### config.mk
export PLATFORM = sky130hd
export DESIGN_NAME = branch_predict_unit
export DESIGN_NICKNAME = d
export VERILOG_FILES = /design/src/rtl/branch_pkg.sv /design/src/rtl/btb_table.sv /design/src/rtl/branch_predict_unit.sv
export SDC_FILE = /design/constraint.sdc
export NUM_CORES = 1
export LEC_CHECK = 0
export CAP_MARGIN = 20
export CORE_AREA = 4 4 178 352
export DETAILED_ROUTE_END_ITERATION = 8
export DIE_AREA = 0 0 182 356
export PLACE_DENSITY = 0.74
export SYNTH_ARGS = -nofsm -noshare
export SYNTH_HDL_FRONTEND = slang
export SYNTH_SLANG_ARGS = --single-unit
### constraint.sdc
create_clock -name clk -period 4.7 [get_ports clk]
set_input_delay 0.705 -clock clk [delete_from_list [all_inputs] [get_ports clk]]
set_output_delay 0.705 -clock clk [all_outputs]
set_load 0.01 [all_outputs]
### src/rtl/branch_pkg.sv
// -----------------------------------------------------------------------------
// branch_pkg
// Shared definitions for the branch predictor: 2-bit saturating counter
// encodings, BTB entry field widths and index/tag width helpers.
// No ports (package).
// -----------------------------------------------------------------------------
package branch_pkg;

    typedef enum logic [1:0] {
        SNT = 2'b00,
        WNT = 2'b01,
        WT  = 2'b10,
        ST  = 2'b11
    } ctr_t;

    localparam int VALID_W = 1;
    localparam int CTR_W   = 2;

    // PCs are word aligned, so bits [1:0] never take part in index or tag.
    function automatic int idx_w(input int depth);
        return $clog2(depth);
    endfunction

    function automatic int tag_w(input int pc_w, input int depth);
        return pc_w - $clog2(depth) - 2;
    endfunction

    function automatic ctr_t ctr_next(input ctr_t cur, input logic taken);
        ctr_t nxt;
        nxt = cur;
        case (cur)
            SNT:     nxt = taken ? WNT : SNT;
            WNT:     nxt = taken ? WT  : SNT;
            WT:      nxt = taken ? ST  : WNT;
            ST:      nxt = taken ? ST  : WT;
            default: nxt = WNT;
        endcase
        return nxt;
    endfunction

endpackage

### src/rtl/btb_table.sv
// -----------------------------------------------------------------------------
// btb_table
// Direct-mapped branch target buffer with a 2-bit counter per entry.
// Read side is purely combinational from the registered entries, so a read
// and a write to the same index in one cycle returns the old contents.
// Ports:
//   clk, rst_n            clock, async active-low reset
//   i_rd_idx, i_rd_tag    lookup index/tag
//   o_rd_taken            lookup hit with counter in a taken state
//   o_rd_target           stored target of the looked-up entry
//   i_wr_en               resolve a control instruction this cycle
//   i_wr_idx, i_wr_tag    index/tag of the resolving instruction
//   i_wr_taken            actual direction
//   i_wr_target           actual target
// -----------------------------------------------------------------------------
module btb_table
    import branch_pkg::*;
#(
    parameter int PC_WIDTH  = 20,
    parameter int BTB_DEPTH = 16,
    localparam int IDX_W    = idx_w(BTB_DEPTH),
    localparam int TAG_W    = tag_w(PC_WIDTH, BTB_DEPTH)
) (
    input  logic                clk,
    input  logic                rst_n,
    input  logic [IDX_W-1:0]    i_rd_idx,
    input  logic [TAG_W-1:0]    i_rd_tag,
    output logic                o_rd_taken,
    output logic [PC_WIDTH-1:0] o_rd_target,
    input  logic                i_wr_en,
    input  logic [IDX_W-1:0]    i_wr_idx,
    input  logic [TAG_W-1:0]    i_wr_tag,
    input  logic                i_wr_taken,
    input  logic [PC_WIDTH-1:0] i_wr_target
);

    logic                r_valid  [BTB_DEPTH];
    logic [TAG_W-1:0]    r_tag    [BTB_DEPTH];
    logic [PC_WIDTH-1:0] r_target [BTB_DEPTH];
    ctr_t                r_ctr    [BTB_DEPTH];

    logic w_rd_hit;
    logic w_wr_hit;
    ctr_t w_rd_ctr;

    assign w_rd_ctr    = r_ctr[i_rd_idx];
    assign w_rd_hit    = r_valid[i_rd_idx] && (r_tag[i_rd_idx] == i_rd_tag);
    assign o_rd_taken  = w_rd_hit && w_rd_ctr[1];
    assign o_rd_target = r_target[i_rd_idx];

    assign w_wr_hit = r_valid[i_wr_idx] && (r_tag[i_wr_idx] == i_wr_tag);

    always_ff @(posedge clk or negedge rst_n) begin
        if (!rst_n) begin
            for (int i = 0; i < BTB_DEPTH; i++) begin
                r_valid[i]  <= 1'b0;
                r_tag[i]    <= '0;
                r_target[i] <= '0;
                r_ctr[i]    <= WNT;
            end
        end else if (i_wr_en) begin
            if (w_wr_hit) begin
                r_ctr[i_wr_idx] <= ctr_next(r_ctr[i_wr_idx], i_wr_taken);
                if (i_wr_taken) begin
                    r_target[i_wr_idx] <= i_wr_target;
                end
            end else if (i_wr_taken) begin
                r_valid[i_wr_idx]  <= 1'b1;
                r_tag[i_wr_idx]    <= i_wr_tag;
                r_target[i_wr_idx] <= i_wr_target;
                r_ctr[i_wr_idx]    <= WT;
            end
        end
    end

endmodule

### src/rtl/branch_predict_unit.sv
// -----------------------------------------------------------------------------
// branch_predict_unit
// Fetch-stage BTB lookup plus EX-stage branch/jump resolution. A mispredict
// in EX raises a one-cycle redirect (select_new_pc_out/flush_out) on the
// following clock. While that redirect is out, the EX instruction is on the
// wrong path and is neither resolved nor allowed to touch the table.
// Optional build macro: BRANCH_PERF_CNT_EN adds 32-bit wrapping counters of
// control instructions and mispredicts.
// Ports:
//   clk, rst_n                  clock, async active-low reset
//   fetch_pc_in                 fetch PC to look up
//   predict_taken_out/pc_out    prediction for fetch_pc_in
//   ex_valid_in, jmp_inst_in, jmp_use_r_in, branch_inst_in,
//   branch_use_r_in, branch_result_in       EX decode/compare flags
//   ex_pc_in, reg_a_data_in, reg_b_data_in, pc_offset_in   EX operands
//   ex_pred_taken_in, ex_pred_pc_in         prediction carried down the pipe
//   select_new_pc_out, pc_out, flush_out    redirect
//   branch_count_out, mispredict_count_out  (BRANCH_PERF_CNT_EN only)
// -----------------------------------------------------------------------------
module branch_predict_unit
    import branch_pkg::*;
#(
    parameter int DATA_WIDTH      = 32,
    parameter int PC_WIDTH        = 20,
    parameter int PC_OFFSET_WIDTH = 26,
    parameter int BTB_DEPTH       = 16
) (
    input  logic                       clk,
    input  logic                       rst_n,
    input  logic [PC_WIDTH-1:0]        fetch_pc_in,
    output logic                       predict_taken_out,
    output logic [PC_WIDTH-1:0]        predict_pc_out,
    input  logic                       ex_valid_in,
    input  logic                       jmp_inst_in,
    input  logic                       jmp_use_r_in,
    input  logic                       branch_inst_in,
    input  logic                       branch_use_r_in,
    input  logic                       branch_result_in,
    input  logic [PC_WIDTH-1:0]        ex_pc_in,
    input  logic [DATA_WIDTH-1:0]      reg_a_data_in,
    input  logic [DATA_WIDTH-1:0]      reg_b_data_in,
    input  logic [PC_OFFSET_WIDTH-1:0] pc_offset_in,
    input  logic                       ex_pred_taken_in,
    input  logic [PC_WIDTH-1:0]        ex_pred_pc_in,
    output logic                       select_new_pc_out,
    output logic [PC_WIDTH-1:0]        pc_out,
    output logic                       flush_out
`ifdef BRANCH_PERF_CNT_EN
    ,
    output logic [31:0]                branch_count_out,
    output logic [31:0]                mispredict_count_out
`endif
);

    localparam int IDX_W = idx_w(BTB_DEPTH);
    localparam int TAG_W = tag_w(PC_WIDTH, BTB_DEPTH);
    localparam logic [PC_WIDTH-1:0] PC_INC = PC_WIDTH'(4);

    logic                r_select;
    logic [PC_WIDTH-1:0] r_pc;

    logic                w_rd_taken;
    logic [PC_WIDTH-1:0] w_rd_target;
    logic [PC_WIDTH-1:0] w_reg_a_pc;
    logic [PC_WIDTH-1:0] w_jmp_target;
    logic [PC_WIDTH-1:0] w_br_target;
    logic [PC_WIDTH-1:0] w_target;
    logic [PC_WIDTH-1:0] w_seq_pc;
    logic                w_ctrl;
    logic                w_actual_taken;
    logic                w_mispredict;

    // ---------------- lookup ----------------
    btb_table #(
        .PC_WIDTH  (PC_WIDTH),
        .BTB_DEPTH (BTB_DEPTH)
    ) u_btb (
        .clk         (clk),
        .rst_n       (rst_n),
        .i_rd_idx    (fetch_pc_in[IDX_W+1:2]),
        .i_rd_tag    (fetch_pc_in[PC_WIDTH-1:IDX_W+2]),
        .o_rd_taken  (w_rd_taken),
        .o_rd_target (w_rd_target),
        .i_wr_en     (w_ctrl),
        .i_wr_idx    (ex_pc_in[IDX_W+1:2]),
        .i_wr_tag    (ex_pc_in[PC_WIDTH-1:IDX_W+2]),
        .i_wr_taken  (w_actual_taken),
        .i_wr_target (w_target)
    );

    assign predict_taken_out = w_rd_taken;
    assign predict_pc_out    = w_rd_taken ? w_rd_target : fetch_pc_in + PC_INC;

    // ---------------- resolution ----------------
    assign w_reg_a_pc   = PC_WIDTH'(reg_a_data_in);
    assign w_jmp_target = jmp_use_r_in ? w_reg_a_pc : PC_WIDTH'({pc_offset_in, 2'b00});
    assign w_br_target  = branch_use_r_in ? w_reg_a_pc
                        : ex_pc_in + PC_WIDTH'(reg_b_data_in << 2) + PC_INC;
    // A jump always wins if decode ever flags both.
    assign w_target     = jmp_inst_in ? w_jmp_target : w_br_target;
    assign w_seq_pc     = ex_pc_in + PC_INC;

    // The instruction in EX during a redirect cycle is on the wrong path.
    assign w_ctrl         = ex_valid_in && (jmp_inst_in || branch_inst_in) && !r_select;
    assign w_actual_taken = jmp_inst_in || (branch_inst_in && branch_result_in);
    assign w_mispredict   = w_ctrl &&
                            ((w_actual_taken != ex_pred_taken_in) ||
                             (w_actual_taken && (w_target != ex_pred_pc_in)));

    // ---------------- redirect register ----------------
    // r_select can never stay high two cycles: a redirect masks w_ctrl.
    always_ff @(posedge clk or negedge rst_n) begin
        if (!rst_n) begin
            r_select <= 1'b0;
            r_pc     <= '0;
        end else begin
            r_select <= w_mispredict;
            if (w_mispredict) begin
                r_pc <= w_actual_taken ? w_target : w_seq_pc;
            end
        end
    end

    assign select_new_pc_out = r_select;
    assign flush_out         = r_select;
    assign pc_out            = r_pc;

`ifdef BRANCH_PERF_CNT_EN
    logic [31:0] r_branch_cnt;
    logic [31:0] r_mispredict_cnt;

    always_ff @(posedge clk or negedge rst_n) begin
        if (!rst_n) begin
            r_branch_cnt     <= '0;
            r_mispredict_cnt <= '0;
        end else begin
            if (w_ctrl) begin
                r_branch_cnt <= r_branch_cnt + 32'd1;
            end
            if (w_mispredict) begin
                r_mispredict_cnt <= r_mispredict_cnt + 32'd1;
            end
        end
    end

    assign branch_count_out     = r_branch_cnt;
    assign mispredict_count_out = r_mispredict_cnt;
`endif

endmodule
==> qor.txt, run 1 <==
status: finished clean
Die Y: 356 um
WP data required: 3990 ps
synthesized instance count: 2755
CP Launch Type: input port
first-pass GRT wire length: 153000 um
final setup fails: 0
design area: 37800 um2
Fillers: 4524
yosys warns: 0
clock skew: 20.2 ps
Slew HR: 44.2%
Seq pwr share: 46.6%
Fin Hold WS: 57.9 ps
post-synth top area share: 45.7%
crit-path leading delay family: buffers and inverters
Longest Clk Path Bufs: 3
drt pass-1 iters: 7
internal power: 10.7 mW
initial antenna violation count: 1
Core ar.: 59900 um2
Async S/R FF share, synth: 100%
initial core utilization: 54.6%
critical path's slowest cell: mux4_2
Design Power: 15.1 mW
number of synthesized flops with an enable pin: 0
Starting DRT DRC Count: 2452
WL final: 101000 um
Crit Path Max Fanout: 13
Netlist cell types: 67
Seq/Total Area, Yosys: 46.9%
fmax: 215 MHz
IO buf count: 167
clock buffer count from CTS: 53
RSZ-0062 raised after global routing: yes
post-synth top area cell: dfrtp_1
Switching Fraction: 29.0%
most frequent cells in the layout: dfrtp_1, nand2_1, o21ai_0
area of the multi-input gates: 16300 um2
Setup CP Type: input port to output pin
Final Slew Violations: 0
Clock Latency Late Sink: 630 ps
max-cap check violation count: 0
Max rail drop VDD: 0.306 mV
Post-synth top flop: dfrtp_1
critical path startpoint: fetch_pc_in[2]
Routed WL per cell: 27.5 um
via count: 24100
# clock sinks: 613
Top-Level Pins: 202
Synth area leaders: dfrtp_1, mux4_2, mux2_2, o21ai_0, nand2_1
largest net degree at the start of global routing: 114
CP endpoint kind: output pin
commonest non-fill, non-tap cell in the layout: dfrtp_1
Hold Fails Final Rpt: 0
fin worst setup slack: 42.1 ps
Critical Path, Cell by Cell: buf_16 > buf_12 > mux4_2 > mux4_2 > xnor2_2 > nand4_1 > nor2_1 > nand4_1 > buf_4 > buf_12 > buf_4 > a21oi_1 > clkdlybuf4s50_1
Rows: 127
Ant. Diodes: 0
layout net count: 3061
vias in the first global route: 25400
launching point of the worst reg2reg path: u_btb.r_tag[19]
routed vias/inst: 6.56
grt ovf: 0
RD Place Congestion: 0.956
syn_area_per_cell: 11.9 um2
layout cells sized above 1: 26.4%
combinational power share: 23.0%
hold crit path type: input port to asynchronous set/reset pin
Area after DPL: 35700 um2
Worst EP arrival: 3950 ps
pwr dens: 400 nW/um2
period utilisation layout: 99.1%
CTS tree: built
Die X: 182 um
Clock power frac: 30.4%
Root Driver: clkbuf_16
Place WS: -6.17 ps
FF+latch count, synth: 613
mapped cell area: 32700 um2
register area: 15400 um2
leak pwr: 16.5 nW
full die area: 64800 um2
ANT nets after route: 0
final design utilization: 63.0%
clk slew on worst S/H paths: 60 ps
path depth of the worst reg2reg path: 9
Critical Path Max Stage Delay: 580 ps
Post-route DRC: 0
htree depth: 2
r2r endpoint: u_btb.r_tag[165]
flop-to-flop setup slack: 1330 ps
syn_nets: 2953
NetSw: 4.38 mW
Final Critical Period: 4660 ps
Crit path buffers/inverters: 6
dpl hpwl: 69300 um
Tot GR Track Use: 30.9%
area grow syn2layout: 15.4%
Worst Tran Pin Value: 837 ps
==> per-layer routing <==
layer / up-vias / GRT usage (%) / share of wire [%]
met5: - / 0 / 0
met4: 0 / 20.3 / 7.8
met3: 364 / 4.75 / 6.9
met2: 1167 / 53.3 / 51
met1: 12400 / 35.6 / 34
li1: 10200 / - / -
==> sequential cells by signal (all words and copies together), names as in the netlist <==
name and count:
u_btb.r_ctr 32, u_btb.r_tag 224, flush_out 1, u_btb.r_valid 16, pc_out 20, u_btb.r_target 320
==> layout make-up <==
| cell class | count | share of cell area [%] |
|---|---|---|
| Multi-Input combinational cell | 1860 | 43.1 |
| Tap cell | 774 | 2.56 |
| Sequential cell | 613 | 40.7 |
| Clock buffer | 67 | 3.86 |
| Timing Repair Buffer | 313 | 8.68 |
| Clock inverter | 24 | 0.911 |
| Inverter | 22 | 0.219 |
==> power groups by stage <==
stage	registers, mW	logic [mW]	clock network, mW
floorplan	6.87	2.30	0
global placement	6.97	3.31	0
detailed placement	7.10	3.44	0
CTS	7.01	3.46	4.65
global route	7.14	3.77	4.85
finish	7.04	3.48	4.59
==> worst max-delay path by stage <==
stage | to | slack [ps] | cells after the start
finish | predict_pc_out[14] | 40 | 13
global route | predict_pc_out[14] | -60 | 13
CTS | predict_pc_out[4] | 6 | 14
detailed placement | predict_pc_out[4] | -6 | 12
global placement | predict_pc_out[17] | -10 | 11
floorplan | pc_out[0] | 30 | 18
==> logic make-up (layout without fill, tap and decap cells) <==
family          count (synthesis)  after routing  synth area share (%)
compound gates                501            501                  8.41
xor+xnor                       83             83                  2.22
fa+ha+maj                      41             41                  1.58
buf+inv                       282            426                  3.81
flops                         613            613                  46.9
mux                           588            588                  28.3
simple gates                  647            647                  8.78
==> what timing repair did <==
item,CTS,global route
endpoints found under the setup margin,5,21
hold buffers,0,0
cloned,0,3
pin swaps,0,3
buffers inserted,0,5
endpoints found under the hold margin,0,0
resized for setup,1,27
==> cell usage after synthesis (all sizes together) (12+ instances only) <==
master,n
nand2,381
mux4,241
xnor2,47
dfrtp,597
clkbuf,176
nand3,59
nand2b,29
nand4,12
xor2,36
a21oi,67
nor2,74
buf,84
a31oi,21
inv,21
or2,21
o21ai,344
dfstp,16
ha,38
mux2i,70
mux2,277
and3,14
nor3,14
==> metrics by stage <==
| stage | instances | setup TNS [ps] |
|---|---|---|
| finish | 3673 | 0 |
| global route | 3673 | -125 |
| CTS | 3665 | 0 |
| detailed placement | 3574 | -6.17 |
| global placement | 3574 | -16.7 |
| floorplan | 2755 | 0 |
==> worst reg2reg max path, delay by kind of cell (launching register included) <==
family / cells / cell delay [ps]
muxes: 3 / 1350
AOI/OAI and AO/OA: 1 / 170
buffers and inverters: 2 / 470
DFF: 1 / 400
xor gates and xnor gates: 1 / 370
and+or+nand+nor: 2 / 480
Note: power is estimated with default switching activity, not from simulation.
==> run 2: changes to the inputs <==
Settings changed: CELL_PAD_IN_SITES_DETAIL_PLACEMENT from default to 1, CELL_PAD_IN_SITES_GLOBAL_PLACEMENT from default to 1, CORE_AREA 4 4 178 352 to 4 4 188 373, DIE_AREA 0 0 182 356 to 0 0 192 377, PLACE_DENSITY 0.74 to default, PLACE_DENSITY_LB_ADDON from default to 0.1.
==> qor.txt, run 2 (synthesis gave the netlist of run 1 again) <==
r2r endpoint: u_btb.r_ctr[13]
initial core utilization: 48.5% (-6.1 points)
Design Power: 15.4 mW (+1.6%)
period utilisation layout: 98.3% (-0.85 points)
vias in the first global route: 25400 (+0.17%)
layout net count: 3091 (+0.98%)
via count: 23600 (-2.3%)
ANT nets after route: 0 (unchanged)
flop-to-flop setup slack: 1130 ps (-200 ps)
htree depth: 2 (unchanged)
Die Y: 377 um (+5.9%)
Core ar.: 67400 um2 (+13%)
Routed WL per cell: 27.8 um (+1.1%)
Area after DPL: 36200 um2 (+1.3%)
first-pass GRT wire length: 161000 um (+5.8%)
placed instance count: 3724 (+4.2%)
final design utilization: 56.6% (-6.4 points)
final setup fails: 0 (unchanged)
status: finished clean
Setup TNS: 0 ps (unchanged)
path depth of the worst reg2reg path: 9 (unchanged)
WP data required: 3990 ps (about the same)
CP Launch Type: input port
pwr dens: 402 nW/um2 (+0.52%)
Top-Level Pins: 202 (unchanged)
register area: 15400 um2 (unchanged)
Setup CP Type: input port to output pin
# clock sinks: 613 (unchanged)
Final Slew Violations: 0 (unchanged)
Max rail drop VDD: 0.349 mV (+14%)
RD Place Congestion: 0.905 (-5.3%)
max-cap check violation count: 0 (unchanged)
Fillers: 6755 (+49%)
routed vias/inst: 6.15 (-6.2%)
IO buf count: 167 (unchanged)
Clock Latency Late Sink: 620 ps (about the same)
Setup crit end: predict_pc_out[1]
Worst EP arrival: 3910 ps (-40 ps)
Post-route DRC: 0 (unchanged)
Place WS: -16.3 ps (-10.1 ps)
Rows: 135 (+6.3%)
Hold Fails Final Rpt: 0 (unchanged)
Starting DRT DRC Count: 1821 (-26%)
Crit Path Max Fanout: 34 (+21)
full die area: 72400 um2 (+12%)
grt ovf: 0 (unchanged)
clock skew: 24.4 ps (+4.20 ps)
design area: 38200 um2 (+1.1%)
hold crit path type: input port to asynchronous set/reset pin
Finished Layout Cells: 3828 (+4.2%)
Longest Clk Path Bufs: 3 (unchanged)
Tot GR Track Use: 29.6% (-1.3 points)
area grow syn2layout: 16.6%
max FFs per register: 320 (unchanged)
Regs by FF count: u_btb.r_target: 320 flops, u_btb.r_tag: 224 flops, u_btb.r_ctr: 32 flops
Die X: 192 um (+5.5%)
Worst Tran Pin Value: 970 ps (+132 ps)
CTS tree: built
critical path startpoint: fetch_pc_in[2]
CP endpoint kind: output pin
launching point of the worst reg2reg path: u_btb.r_tag[120]
clock buffer count from CTS: 55 (+3.8%)
most frequent cells in the layout: dfrtp_1, nand2_1, o21ai_0
clk slew on worst S/H paths: 60 ps (about the same)
largest net degree at the start of global routing: 99 (-13%)
largest register by flop count: u_btb.r_target
Final Critical Period: 4620 ps (-39.8 ps)
leak pwr: 16.6 nW (+0.76%)
fin worst setup slack: 81.9 ps (+39.8 ps)
drt pass-1 iters: 5 (-2)
Slew HR: 35.3% (-8.8 points)
Fin Hold WS: 112 ps (+54.1 ps)
dpl hpwl: 69400 um (about the same)
commonest non-fill, non-tap cell in the layout: dfrtp_1
initial antenna violation count: 2 (+1)
area of the multi-input gates: 16300 um2 (about the same)
Root Driver: clkbuf_16
hold buffer count at cts: 0 (unchanged)
layout cells sized above 1: 26.9% (+0.52 points)
fmax: 217 MHz (+0.86%)
WL final: 106000 um (+5.4%)
-- run 2: cell count changes in the layout (fill, tap and decap cells not counted), moves of 3 or more --
cell,change
buf_4,+26
clkbuf_1,+11
buf_12,+6
dlymetal6s2s_1,-5
a21oi_2,-4
clkinv_4,-4
a21oi_1,+3
clkinvlp_4,-3
dlygate4sd2_1,+3
-- run 2: critical path: stages --
cell and delay, ps:
buf_12 160, buf_4 180, buf_4 140, mux4_2 500, mux2i_1 200, a21oi_2 130, xnor2_1 270, nor4bb_2 320
nand4_1 130, buf_4 200, buf_12 180, mux2_2 230, clkdlybuf4s50_1 530
-- run 2: area by class of cell --
cell class | count | area share, %
diodes | 2 | 0.0131
clock inverters | 17 | 0.656
well taps | 890 | 2.92
flip-flops and latches | 613 | 40.3
clock buffers | 83 | 4.20
multi-input cells | 1860 | 42.6
repair buffers | 341 | 9.10
inverters | 22 | 0.216
-- run 2: what timing repair did --
item | CTS | global route
pin swaps | 0 | 1
gates cloned | 0 | 1
setup buffers | 0 | 1
resized for setup | 3 | 19
endpoints found under the setup margin | 3 | 18
-- run 2: report_power, final --
group,switching [mW],internal [mW]
combinational,1.69,1.88
clock,2.08,2.68
sequential,0.685,6.35
total,4.45,10.9
-- run 2: worst min-delay path by stage --
stage,from,end,slack [ps],depth (start not counted)
detailed placement,u_btb.r_ctr[4],u_btb.r_ctr[4],460,2
floorplan,rst_n,flush_out,410,0
CTS,rst_n,u_btb.r_tag[194],160,1
finish,rst_n,u_btb.r_tag[194],110,1
global route,rst_n,u_btb.r_tag[194],160,1
global placement,u_btb.r_target[39],u_btb.r_target[39],460,2
-- run 2: layer usage --
metal  vias to the layer above  global-route usage (%)  part of all wire (%)
li1                      10300                       -                     -
met4                         0                    8.30                   3.0
met2                       731                    50.0                    50
met5                         -                       0                     0
met3                       178                    3.91                   5.7
met1                     12400                    40.5                    42
